==> src/rtl/axi_pkg.sv <==
// Shared AXI read-address definitions for the AR arbiter slice.
// Provides bus widths, master tags, the AR payload struct, the arbiter
// state encoding and a helper that builds the extended slave-side ID.
package axi_pkg;

    localparam int AXI_ID_BITS    = 4;
    localparam int AXI_ADDR_BITS  = 32;
    localparam int AXI_LEN_BITS   = 4;
    localparam int AXI_SIZE_BITS  = 3;
    localparam int AXI_BURST_BITS = 2;
    localparam int AXI_TAG_BITS   = 4;
    localparam int AXI_IDS_BITS   = AXI_TAG_BITS + AXI_ID_BITS;

    // Master tags prepended to ARID so the R channel can be routed back.
    localparam logic [AXI_TAG_BITS-1:0] TAG_M0 = 4'b0001;
    localparam logic [AXI_TAG_BITS-1:0] TAG_M1 = 4'b0010;

    typedef struct packed {
        logic [AXI_ID_BITS-1:0]    id;
        logic [AXI_ADDR_BITS-1:0]  addr;
        logic [AXI_LEN_BITS-1:0]   len;
        logic [AXI_SIZE_BITS-1:0]  size;
        logic [AXI_BURST_BITS-1:0] burst;
    } ar_payload_t;

    typedef enum logic [1:0] {
        IDLE   = 2'b00,
        GNT_M0 = 2'b01,
        GNT_M1 = 2'b10
    } arb_state_e;

    // Extended slave-side ID: {master tag, master ARID}.
    function automatic logic [AXI_IDS_BITS-1:0] build_ids(
        input logic [AXI_TAG_BITS-1:0] tag,
        input logic [AXI_ID_BITS-1:0]  id
    );
        return {tag, id};
    endfunction

endpackage

==> src/rtl/axi_ar_rr_arbiter_chk.sv <==
// Property checker for the AR arbiter: outstanding count bound and
// mutually exclusive ARREADY to the two masters.
// Ports: clk, rst, out_cnt (outstanding count), arready_m0/arready_m1.
module axi_ar_rr_arbiter_chk
    #(
        parameter int MAX_OUT = 4,
        parameter int CNT_W   = $clog2(MAX_OUT + 1)
    )
    (
        input logic             clk,
        input logic             rst,
        input logic [CNT_W-1:0] out_cnt,
        input logic             arready_m0,
        input logic             arready_m1
    );

    localparam logic [CNT_W-1:0] MAX_CNT = CNT_W'(MAX_OUT);

    a_cnt_bound: assert property (@(posedge clk) disable iff (rst)
        (out_cnt <= MAX_CNT));

    a_one_ready: assert property (@(posedge clk) disable iff (rst)
        !(arready_m0 && arready_m1));

endmodule

==> src/rtl/rd_outstanding_cnt.sv <==
// Saturating up/down counter of in-flight read bursts.
// Ports:
//   clk, rst   - clock, synchronous active-high reset
//   inc        - one AR accepted this cycle
//   dec        - one burst retired (RLAST handshake) this cycle
//   count      - current outstanding count
//   limit_o    - registered flag, count == MAX_OUT
//   nonzero_o  - registered flag, count != 0
// An increment at MAX_OUT or a decrement at zero is dropped; when both
// legal events coincide the count is unchanged.
module rd_outstanding_cnt
    #(
        parameter int MAX_OUT = 4,
        parameter int CNT_W   = $clog2(MAX_OUT + 1)
    )
    (
        input  logic             clk,
        input  logic             rst,
        input  logic             inc,
        input  logic             dec,
        output logic [CNT_W-1:0] count,
        output logic             limit_o,
        output logic             nonzero_o
    );

    localparam logic [CNT_W-1:0] MAX_CNT = CNT_W'(MAX_OUT);
    localparam logic [CNT_W-1:0] ONE_CNT = CNT_W'(1);
    localparam logic [CNT_W-1:0] ZERO_CNT = CNT_W'(0);

    logic [CNT_W-1:0] cnt_r;
    logic [CNT_W-1:0] cnt_next_s;
    logic             inc_ok_s;
    logic             dec_ok_s;
    logic             limit_r;
    logic             nonzero_r;

    // Next-count computation with saturation at both ends.
    always_comb begin
        inc_ok_s   = inc && (cnt_r != MAX_CNT);
        dec_ok_s   = dec && (cnt_r != ZERO_CNT);
        cnt_next_s = cnt_r;
        case ({inc_ok_s, dec_ok_s})
            2'b10:   cnt_next_s = cnt_r + ONE_CNT;
            2'b01:   cnt_next_s = cnt_r - ONE_CNT;
            default: cnt_next_s = cnt_r;
        endcase
    end

    // Count register plus status flags registered from the next value so
    // they line up with the count itself.
    always_ff @(posedge clk) begin
        if (rst) begin
            cnt_r     <= ZERO_CNT;
            limit_r   <= 1'b0;
            nonzero_r <= 1'b0;
        end else begin
            cnt_r     <= cnt_next_s;
            limit_r   <= (cnt_next_s == MAX_CNT);
            nonzero_r <= (cnt_next_s != ZERO_CNT);
        end
    end

    assign count     = cnt_r;
    assign limit_o   = limit_r;
    assign nonzero_o = nonzero_r;

endmodule

==> src/rtl/axi_ar_rr_arbiter.sv <==
// Round-robin arbiter for the shared AXI AR channel between master 0
// (instruction port) and master 1 (data port).
// Ports:
//   clk, rst                      - clock, synchronous active-high reset
//   AR*_M0 / AR*_M1               - AR channels from the two masters
//   ARREADY_M0 / ARREADY_M1       - accept back to the masters
//   IDS_M, ADDR_M, LEN_M, SIZE_M,
//   BURST_M, VALID_M              - granted AR stream to the decoder
//   READY_S                       - selected slave ARREADY
//   RVALID_S, RREADY_S, RLAST_S   - R handshake used to retire bursts
//   busy_o                        - outstanding bursts exist
// Arbitration is registered: a request is seen in IDLE, the grant state is
// entered next cycle and held until the AR handshake or until the master
// withdraws ARVALID. New grants stall while MAX_OUT bursts are in flight.
module axi_ar_rr_arbiter
    import axi_pkg::*;
    #(
        parameter int MAX_OUT = 4,
        parameter int CNT_W   = $clog2(MAX_OUT + 1)
    )
    (
        input  logic                      clk,
        input  logic                      rst,
        input  logic [AXI_ID_BITS-1:0]    ARID_M0,
        input  logic [AXI_ADDR_BITS-1:0]  ARADDR_M0,
        input  logic [AXI_LEN_BITS-1:0]   ARLEN_M0,
        input  logic [AXI_SIZE_BITS-1:0]  ARSIZE_M0,
        input  logic [AXI_BURST_BITS-1:0] ARBURST_M0,
        input  logic                      ARVALID_M0,
        output logic                      ARREADY_M0,
        input  logic [AXI_ID_BITS-1:0]    ARID_M1,
        input  logic [AXI_ADDR_BITS-1:0]  ARADDR_M1,
        input  logic [AXI_LEN_BITS-1:0]   ARLEN_M1,
        input  logic [AXI_SIZE_BITS-1:0]  ARSIZE_M1,
        input  logic [AXI_BURST_BITS-1:0] ARBURST_M1,
        input  logic                      ARVALID_M1,
        output logic                      ARREADY_M1,
        output logic [AXI_IDS_BITS-1:0]   IDS_M,
        output logic [AXI_ADDR_BITS-1:0]  ADDR_M,
        output logic [AXI_LEN_BITS-1:0]   LEN_M,
        output logic [AXI_SIZE_BITS-1:0]  SIZE_M,
        output logic [AXI_BURST_BITS-1:0] BURST_M,
        output logic                      VALID_M,
        input  logic                      READY_S,
        input  logic                      RVALID_S,
        input  logic                      RREADY_S,
        input  logic                      RLAST_S,
        output logic                      busy_o
    );

    arb_state_e               state_r;
    arb_state_e               state_next_s;
    logic                     last_grant_r;   // 1'b0 = M0, 1'b1 = M1
    logic                     hs_s;
    logic                     retire_s;
    logic [CNT_W-1:0]         out_cnt_s;
    logic                     limit_s;
    logic                     nonzero_s;
    ar_payload_t              m0_payload_s;
    ar_payload_t              m1_payload_s;
    ar_payload_t              payload_s;
    logic [AXI_TAG_BITS-1:0]  tag_s;
    logic                     valid_s;
    logic                     arready_m0_s;
    logic                     arready_m1_s;

    assign m0_payload_s = '{id: ARID_M0, addr: ARADDR_M0, len: ARLEN_M0,
                            size: ARSIZE_M0, burst: ARBURST_M0};
    assign m1_payload_s = '{id: ARID_M1, addr: ARADDR_M1, len: ARLEN_M1,
                            size: ARSIZE_M1, burst: ARBURST_M1};

    assign retire_s = RVALID_S && RREADY_S && RLAST_S;

    // Next-state and granted-stream mux; everything is zero in IDLE.
    always_comb begin
        state_next_s = state_r;
        payload_s    = '0;
        tag_s        = 4'b0000;
        valid_s      = 1'b0;
        arready_m0_s = 1'b0;
        arready_m1_s = 1'b0;
        hs_s         = 1'b0;
        case (state_r)
            IDLE: begin
                if (!limit_s && (ARVALID_M0 || ARVALID_M1)) begin
                    if (ARVALID_M0 && ARVALID_M1) begin
                        // Tie: the master that did not win last time.
                        state_next_s = last_grant_r ? GNT_M0 : GNT_M1;
                    end else if (ARVALID_M0) begin
                        state_next_s = GNT_M0;
                    end else begin
                        state_next_s = GNT_M1;
                    end
                end else begin
                    state_next_s = IDLE;
                end
            end
            GNT_M0: begin
                payload_s    = m0_payload_s;
                tag_s        = TAG_M0;
                valid_s      = ARVALID_M0;
                arready_m0_s = READY_S;
                if (ARVALID_M0 && READY_S) begin
                    hs_s         = 1'b1;
                    state_next_s = IDLE;
                end else if (!ARVALID_M0) begin
                    // Master withdrew the request: drop the grant quietly.
                    state_next_s = IDLE;
                end else begin
                    state_next_s = GNT_M0;
                end
            end
            GNT_M1: begin
                payload_s    = m1_payload_s;
                tag_s        = TAG_M1;
                valid_s      = ARVALID_M1;
                arready_m1_s = READY_S;
                if (ARVALID_M1 && READY_S) begin
                    hs_s         = 1'b1;
                    state_next_s = IDLE;
                end else if (!ARVALID_M1) begin
                    state_next_s = IDLE;
                end else begin
                    state_next_s = GNT_M1;
                end
            end
            default: begin
                state_next_s = IDLE;
            end
        endcase
    end

    // State register; reset abandons any grant in progress.
    always_ff @(posedge clk) begin
        if (rst) begin
            state_r <= IDLE;
        end else begin
            state_r <= state_next_s;
        end
    end

    // Round-robin pointer, updated only on a completed AR handshake.
    always_ff @(posedge clk) begin
        if (rst) begin
            last_grant_r <= 1'b1;
        end else if (hs_s) begin
            last_grant_r <= (state_r == GNT_M1);
        end else begin
            last_grant_r <= last_grant_r;
        end
    end

    rd_outstanding_cnt #(
        .MAX_OUT (MAX_OUT),
        .CNT_W   (CNT_W)
    ) u_out_cnt (
        .clk       (clk),
        .rst       (rst),
        .inc       (hs_s),
        .dec       (retire_s),
        .count     (out_cnt_s),
        .limit_o   (limit_s),
        .nonzero_o (nonzero_s)
    );

    axi_ar_rr_arbiter_chk #(
        .MAX_OUT (MAX_OUT),
        .CNT_W   (CNT_W)
    ) u_chk (
        .clk        (clk),
        .rst        (rst),
        .out_cnt    (out_cnt_s),
        .arready_m0 (arready_m0_s),
        .arready_m1 (arready_m1_s)
    );

    assign IDS_M      = build_ids(tag_s, payload_s.id);
    assign ADDR_M     = payload_s.addr;
    assign LEN_M      = payload_s.len;
    assign SIZE_M     = payload_s.size;
    assign BURST_M    = payload_s.burst;
    assign VALID_M    = valid_s;
    assign ARREADY_M0 = arready_m0_s;
    assign ARREADY_M1 = arready_m1_s;
    assign busy_o     = nonzero_s;

endmodule

==> config.mk <==
export PLATFORM = sky130hd
export DESIGN_NAME = axi_ar_rr_arbiter
export DESIGN_NICKNAME = d
export VERILOG_FILES = /design/src/rtl/axi_pkg.sv /design/src/rtl/axi_ar_rr_arbiter_chk.sv /design/src/rtl/rd_outstanding_cnt.sv /design/src/rtl/axi_ar_rr_arbiter.sv
export SDC_FILE = /design/constraint.sdc
export NUM_CORES = 1
export LEC_CHECK = 0
export BUFFER_PORTS_ARGS = -buffer_cell sky130_fd_sc_hd__clkbuf_2
export CAP_MARGIN = 10
export CORE_MARGIN = 10
export CORE_UTILIZATION = 25
export DETAILED_ROUTE_END_ITERATION = 6
export PLACE_DENSITY = 0.63
export SYNTH_ARGS = -nofsm -noshare
export SYNTH_HDL_FRONTEND = slang
export SYNTH_HIERARCHICAL = 1
export SYNTH_SLANG_ARGS = --single-unit
==> constraint.sdc <==
create_clock -name clk -period 2.55 [get_ports clk]
set_clock_uncertainty 0.05 [all_clocks]
set_input_delay 0.765 -clock clk [delete_from_list [all_inputs] [get_ports clk]]
set_output_delay 0.765 -clock clk [all_outputs]
set_load 0.03 [all_outputs]
Word level (Yosys, flattened, before mapping)
Index checks and enable logic that the tools add are counted.
- add/sub/neg operators: 2
- multiply operators: 0
- divide/modulo/power cells: 0
- order comparisons: 0
- equal/unequal tests: 6
- shift operators: 0
- multiplexer cells: 18
- bitwise gates (word level): 0
- reductions and logical operators: 13
- operators by type and width (cell ; number):
    $pmux W45 S2 ; 1
    $mux W2 ; 6
    $logic_and A1 B1 Y1 ; 8
    $mux W1 ; 6
    $pmux W2 S3 ; 1
    $pmux W3 S2 ; 1
    $reduce_bool A3 Y1 ; 2
    $eq A2 B1 Y1 const B ; 2
    $eq A2 B2 Y1 const B ; 2
    $pmux W1 S2 ; 2
    $pmux W2 S2 ; 1
    $add A3 B1 Y3 const B ; 1
    $eq A3 B3 Y1 const B ; 1
    $ne A3 B3 Y1 const B ; 1
    $sub A3 B1 Y3 const B ; 1
    $logic_not A2 Y1 ; 1
    $logic_not A1 Y1 ; 1
    $logic_or A1 B1 Y1 ; 1
- register bits: 8
- latch bits: 0
- bits in writable memories: 0
- bits in read-only memories: 0
- bits of input ports: 98
- output and inout port bits: 53
- word-level logic and storage cells: 44
- memories kept: 0

Longest topological paths before layout
- depth after elaboration: 7
- gate-level depth with buffers: 12
- mapped depth without buffers: 10

Cells and area by module
Netlist, hierarchy kept.
- modules (own cells, without submodules) (module ; instances ; cells each ; area each (µm²) ; seq. area each (µm²)):
    axi_ar_rr_arbiter ; 1 ; 138 ; 985.9 ; 60.1
    rd_outstanding_cnt ; 1 ; 28 ; 272.8 ; 100.1

Worst setup path before layout
OpenSTA, ideal clock, no wires.
- kind: register to register
- from: register state_r[1]
- to: register u_out_cnt.limit_r, in the netlist u_out_cnt/limit_o
- arrival time: 2.563 ns
- data required time: 2.434 ns
- slack: -0.129 ns
- stages on the path, launching flop included: 13
- buffers on the path: 2
- period minus slack after synthesis: 2.679 ns
- cell sequence: dfxtp_1 -> inv_1 -> ha_1 -> buf_2 -> buf_6 -> a22oi_1 -> nor2_1 -> nand2_1 -> ha_1 -> fa_1 -> xnor2_1 -> or4_4 -> a21oi_2
- cells in the longest elaborated chain, start to end: 6
- elaborated cells between the ends (all ways): 8
- those cells by class: eq/ne (5); mux (2); reduce/logical (1)
- RTL lines (element ; line ; RTL):
    start, declared ; axi_ar_rr_arbiter.sv:51 ; arb_state_e state_r;
    start signal, assigned ; axi_ar_rr_arbiter.sv:138 ; state_r <= state_next_s;
    $eq A2 B2 Y1 or $eq A2 B1 Y1 (tied branches) ; axi_ar_rr_arbiter.sv:83 ; case (state_r)
    $pmux W1 S2 * ; axi_ar_rr_arbiter.sv:83 ;
    via hs_s ; axi_ar_rr_arbiter.sv:54 ; logic hs_s;
    $logic_and A1 B1 Y1 * ; rd_outstanding_cnt.sv:39 ; inc_ok_s = inc && (cnt_r != MAX_CNT);
    $eq A2 B1 Y1 or $eq A2 B2 Y1 (tied branches) ; rd_outstanding_cnt.sv:42 ; case ({inc_ok_s, dec_ok_s})
    $pmux W3 S2 * ; rd_outstanding_cnt.sv:42 ;
    $eq A3 B3 Y1 * ; rd_outstanding_cnt.sv:58 ; limit_r <= (cnt_next_s == MAX_CNT);
    end signal, assigned ; rd_outstanding_cnt.sv:58 ;
    end, declared ; rd_outstanding_cnt.sv:34 ; logic limit_r;
Mark *: on every way through the listed nets, which the timed path passes. The rest lies on a longest branch.
A chain may end at the register's enable or synchronous reset.

Final worst setup path
Ends and elaborated chain as after synthesis.

==> results.json <==
{
  "syn_area_sq_um": 1260,
  "postRouteWirelength_microns": 6090,
  "drtAntennaViolNets": 0,
  "grt_overflow_total": 0,
  "finalSetupTns_ns": 0,
  "drc": 0,
  "crit_path_max_fanout": 4,
  "status": "completed",
  "slew_viol_final": 0,
  "pin_count": 151,
  "totalPowerFinal_uw": 620,
  "max_freq_ghz": 0.411,
  "finalHoldViolCount": 0,
  "antenna_found_initial": 0,
  "tritoncts": "built",
  "start_util": 0.263,
  "ys_types": 33,
  "cp.required_ns": 2.67,
  "drive_gt1_frac": 0.555,
  "setup.worst_path.start_class": "flop",
  "hpwl_microns": 5160,
  "postSynthAreaPerCell_sq_um": 7.58,
  "core_sq_um": 4790,
  "ctsLongestPathBuffers": 2,
  "async_flop_share": 0,
  "powerDensity_nw_per_um2": 287,
  "clk_pin_slew_worst_paths_ns": 0.04,
  "htreeDepth": 1,
  "grt_pass1_wl_microns": 9370,
  "yosys.cell_count.top_type": "a22oi_1",
  "r2r_start": "state_r[1]",
  "synth_top_area_frac": 0.280,
  "finalSetupViolCount": 0,
  "grtUsageTotal": 0.134,
  "viasPerCell": 4.68,
  "synthCells": 166,
  "cts_root_buf": "clkbuf_8",
  "drt-pass1-iter-count": 6,
  "ff2ff_path_depth": 10,
  "die_w_microns": 91.0,
  "vias": 1763,
  "worstSkewPairLatency_ns": 0.24,
  "core.rowCount": 25,
  "cp-startpoint": "state_r[1]",
  "drt-initial-drc-count": 89,
  "gp_congestion": 0.809,
  "ys_warn_count": 6,
  "die_h_microns": 91.0,
  "synth_flop_cell": "dfxtp_1",
  "nets": 417,
  "synth_seq_area_share": 0.127,
  "synth_seq_cells": 8,
  "synth_area_leaders": "a22oi_1 (28%), nor2b_1 (23%), dfxtp_1 (13%)",
  "holdPathStages": 1,
  "min_path_type": "flop to flop",
  "yosysTopAreaCell": "a22oi_1",
  "path_class": "flop to flop",
  "area_growth_pct": 71.8,
  "cts_buffers": 3,
  "grt_pass1_vias": 1752,
  "synth_edf_count": 0,
  "post-route-min-period_ns": 2.44,
  "end_kind": "flop",
  "yosys-top-cells-count": "a22oi_1 (47), nor2b_1 (46), dfxtp_1 (8)",
  "max-vdd-ir-drop_mv": 0.223,
  "wl_per_cell_microns": 16.2,
  "holdWs_ns": 0.439,
  "port_buffers": 148,
  "crit_arrival_ns": 2.56,
  "drv_cap": 0,
  "dieArea_sq_um": 8270,
  "cellLeakagePower_uw": 0.00106,
  "hp-start": "last_grant_r",
  "min_period_over_period": 0.955,
  "grt_max_degree": 48,
  "antennaDiodeCount": 0,
  "clkSinkCount": 8,
  "rsz0062_at_grt": "no"
}
[layout make-up]
type	count	area, sq um
timing repair buffer	159	847
sequential	8	164
clock buffer	3	41.3
multi-input combinational	136	1010
tap	67	83.8
inverter	4	15.0
fill	510	2620
[logic make-up after synthesis]
family,Yosys count,synth area share
compound gates,55,0.333
xor+xnor,2,0.0139
fa+ha+maj,7,0.0755
buf+inv,23,0.102
flops,8,0.127
mux,1,0.00795
other cells,1,0.00298
simple gates,69,0.337
[cells in the final DEF (no fill, tap or decap), types with 2 or more instances in the layout]
cell      count
clkbuf_2    148
a22oi_1      47
nor2b_1      46
buf_4         8
dfxtp_1       7
nand2_1       6
nor2_1        5
ha_4          3
ha_1          3
clkbuf_8      3
inv_2         2
and2_1        2
inv_1         2
a32oi_1       2
a21oi_2       2
a211o_1       2
nor4b_1       2
conb_1        2
[layer usage]
layer  share of wire  GRT usage  up-vias  wire [microns]
li1                -          -      887               -
met4          0.0074     0.0274        0              45
met1            0.41      0.149      787            2470
met3           0.069     0.0305        5             422
met2            0.52      0.252       84            3150
met5               0          0        -               0
[repair_timing]
action                                  4_1_cts  5_1_grt
setup buffers                                 0        0
hold buffers                                  0        0
gates resized for setup                       2        8
endpoints found under the setup margin       46       49
[worst max-delay path, stage by stage (launching register included)]
cell	delay, ns
dfxtp_4	0.37
inv_2	0.07
ha_4	0.28
nand2_1	0.09
nor2_1	0.12
nand2_1	0.07
ha_1	0.22
fa_1	0.38
xnor2_1	0.16
or4_4	0.44
a21oi_2	0.12
[state kept, by name (all words and copies together), names as in the netlist]
register	cells
u_out_cnt/count	3
last_grant_r	1
u_out_cnt/limit_o	1
state_r	2
u_out_cnt/nonzero_o	1
[through the flow]
stage | instances | utilization | cell area, sq um | setup slack [ns]
6_report | 377 | 0.452 | 2160 | 0.114
2_1_floorplan | 167 | - | 1270 | 0.0354
4_1_cts | 377 | 0.445 | 2130 | 0.00641
5_1_grt | 377 | 0.452 | 2160 | 0.00278
3_3_place_gp | 374 | 0.435 | 2080 | 0.00663
3_5_place_dp | 374 | 0.435 | 2080 | -0.0210
[final timing paths]
path / endpoint / slack (ns)
setup reg to reg: u_out_cnt/limit_o / 0.11
hold reg to reg: last_grant_r / 0.44
setup / recovery: u_out_cnt/limit_o / 0.11
hold / removal: last_grant_r / 0.44
[report_power, final]
group,total (uW),switching [uW],internal (uW),leakage (uW)
clock network,157,54.7,103,0.0000216
registers,131,3.15,128,0.0000656
logic,332,179,153,0.000973
No activity file was read; power rests on OpenSTA's default activity.
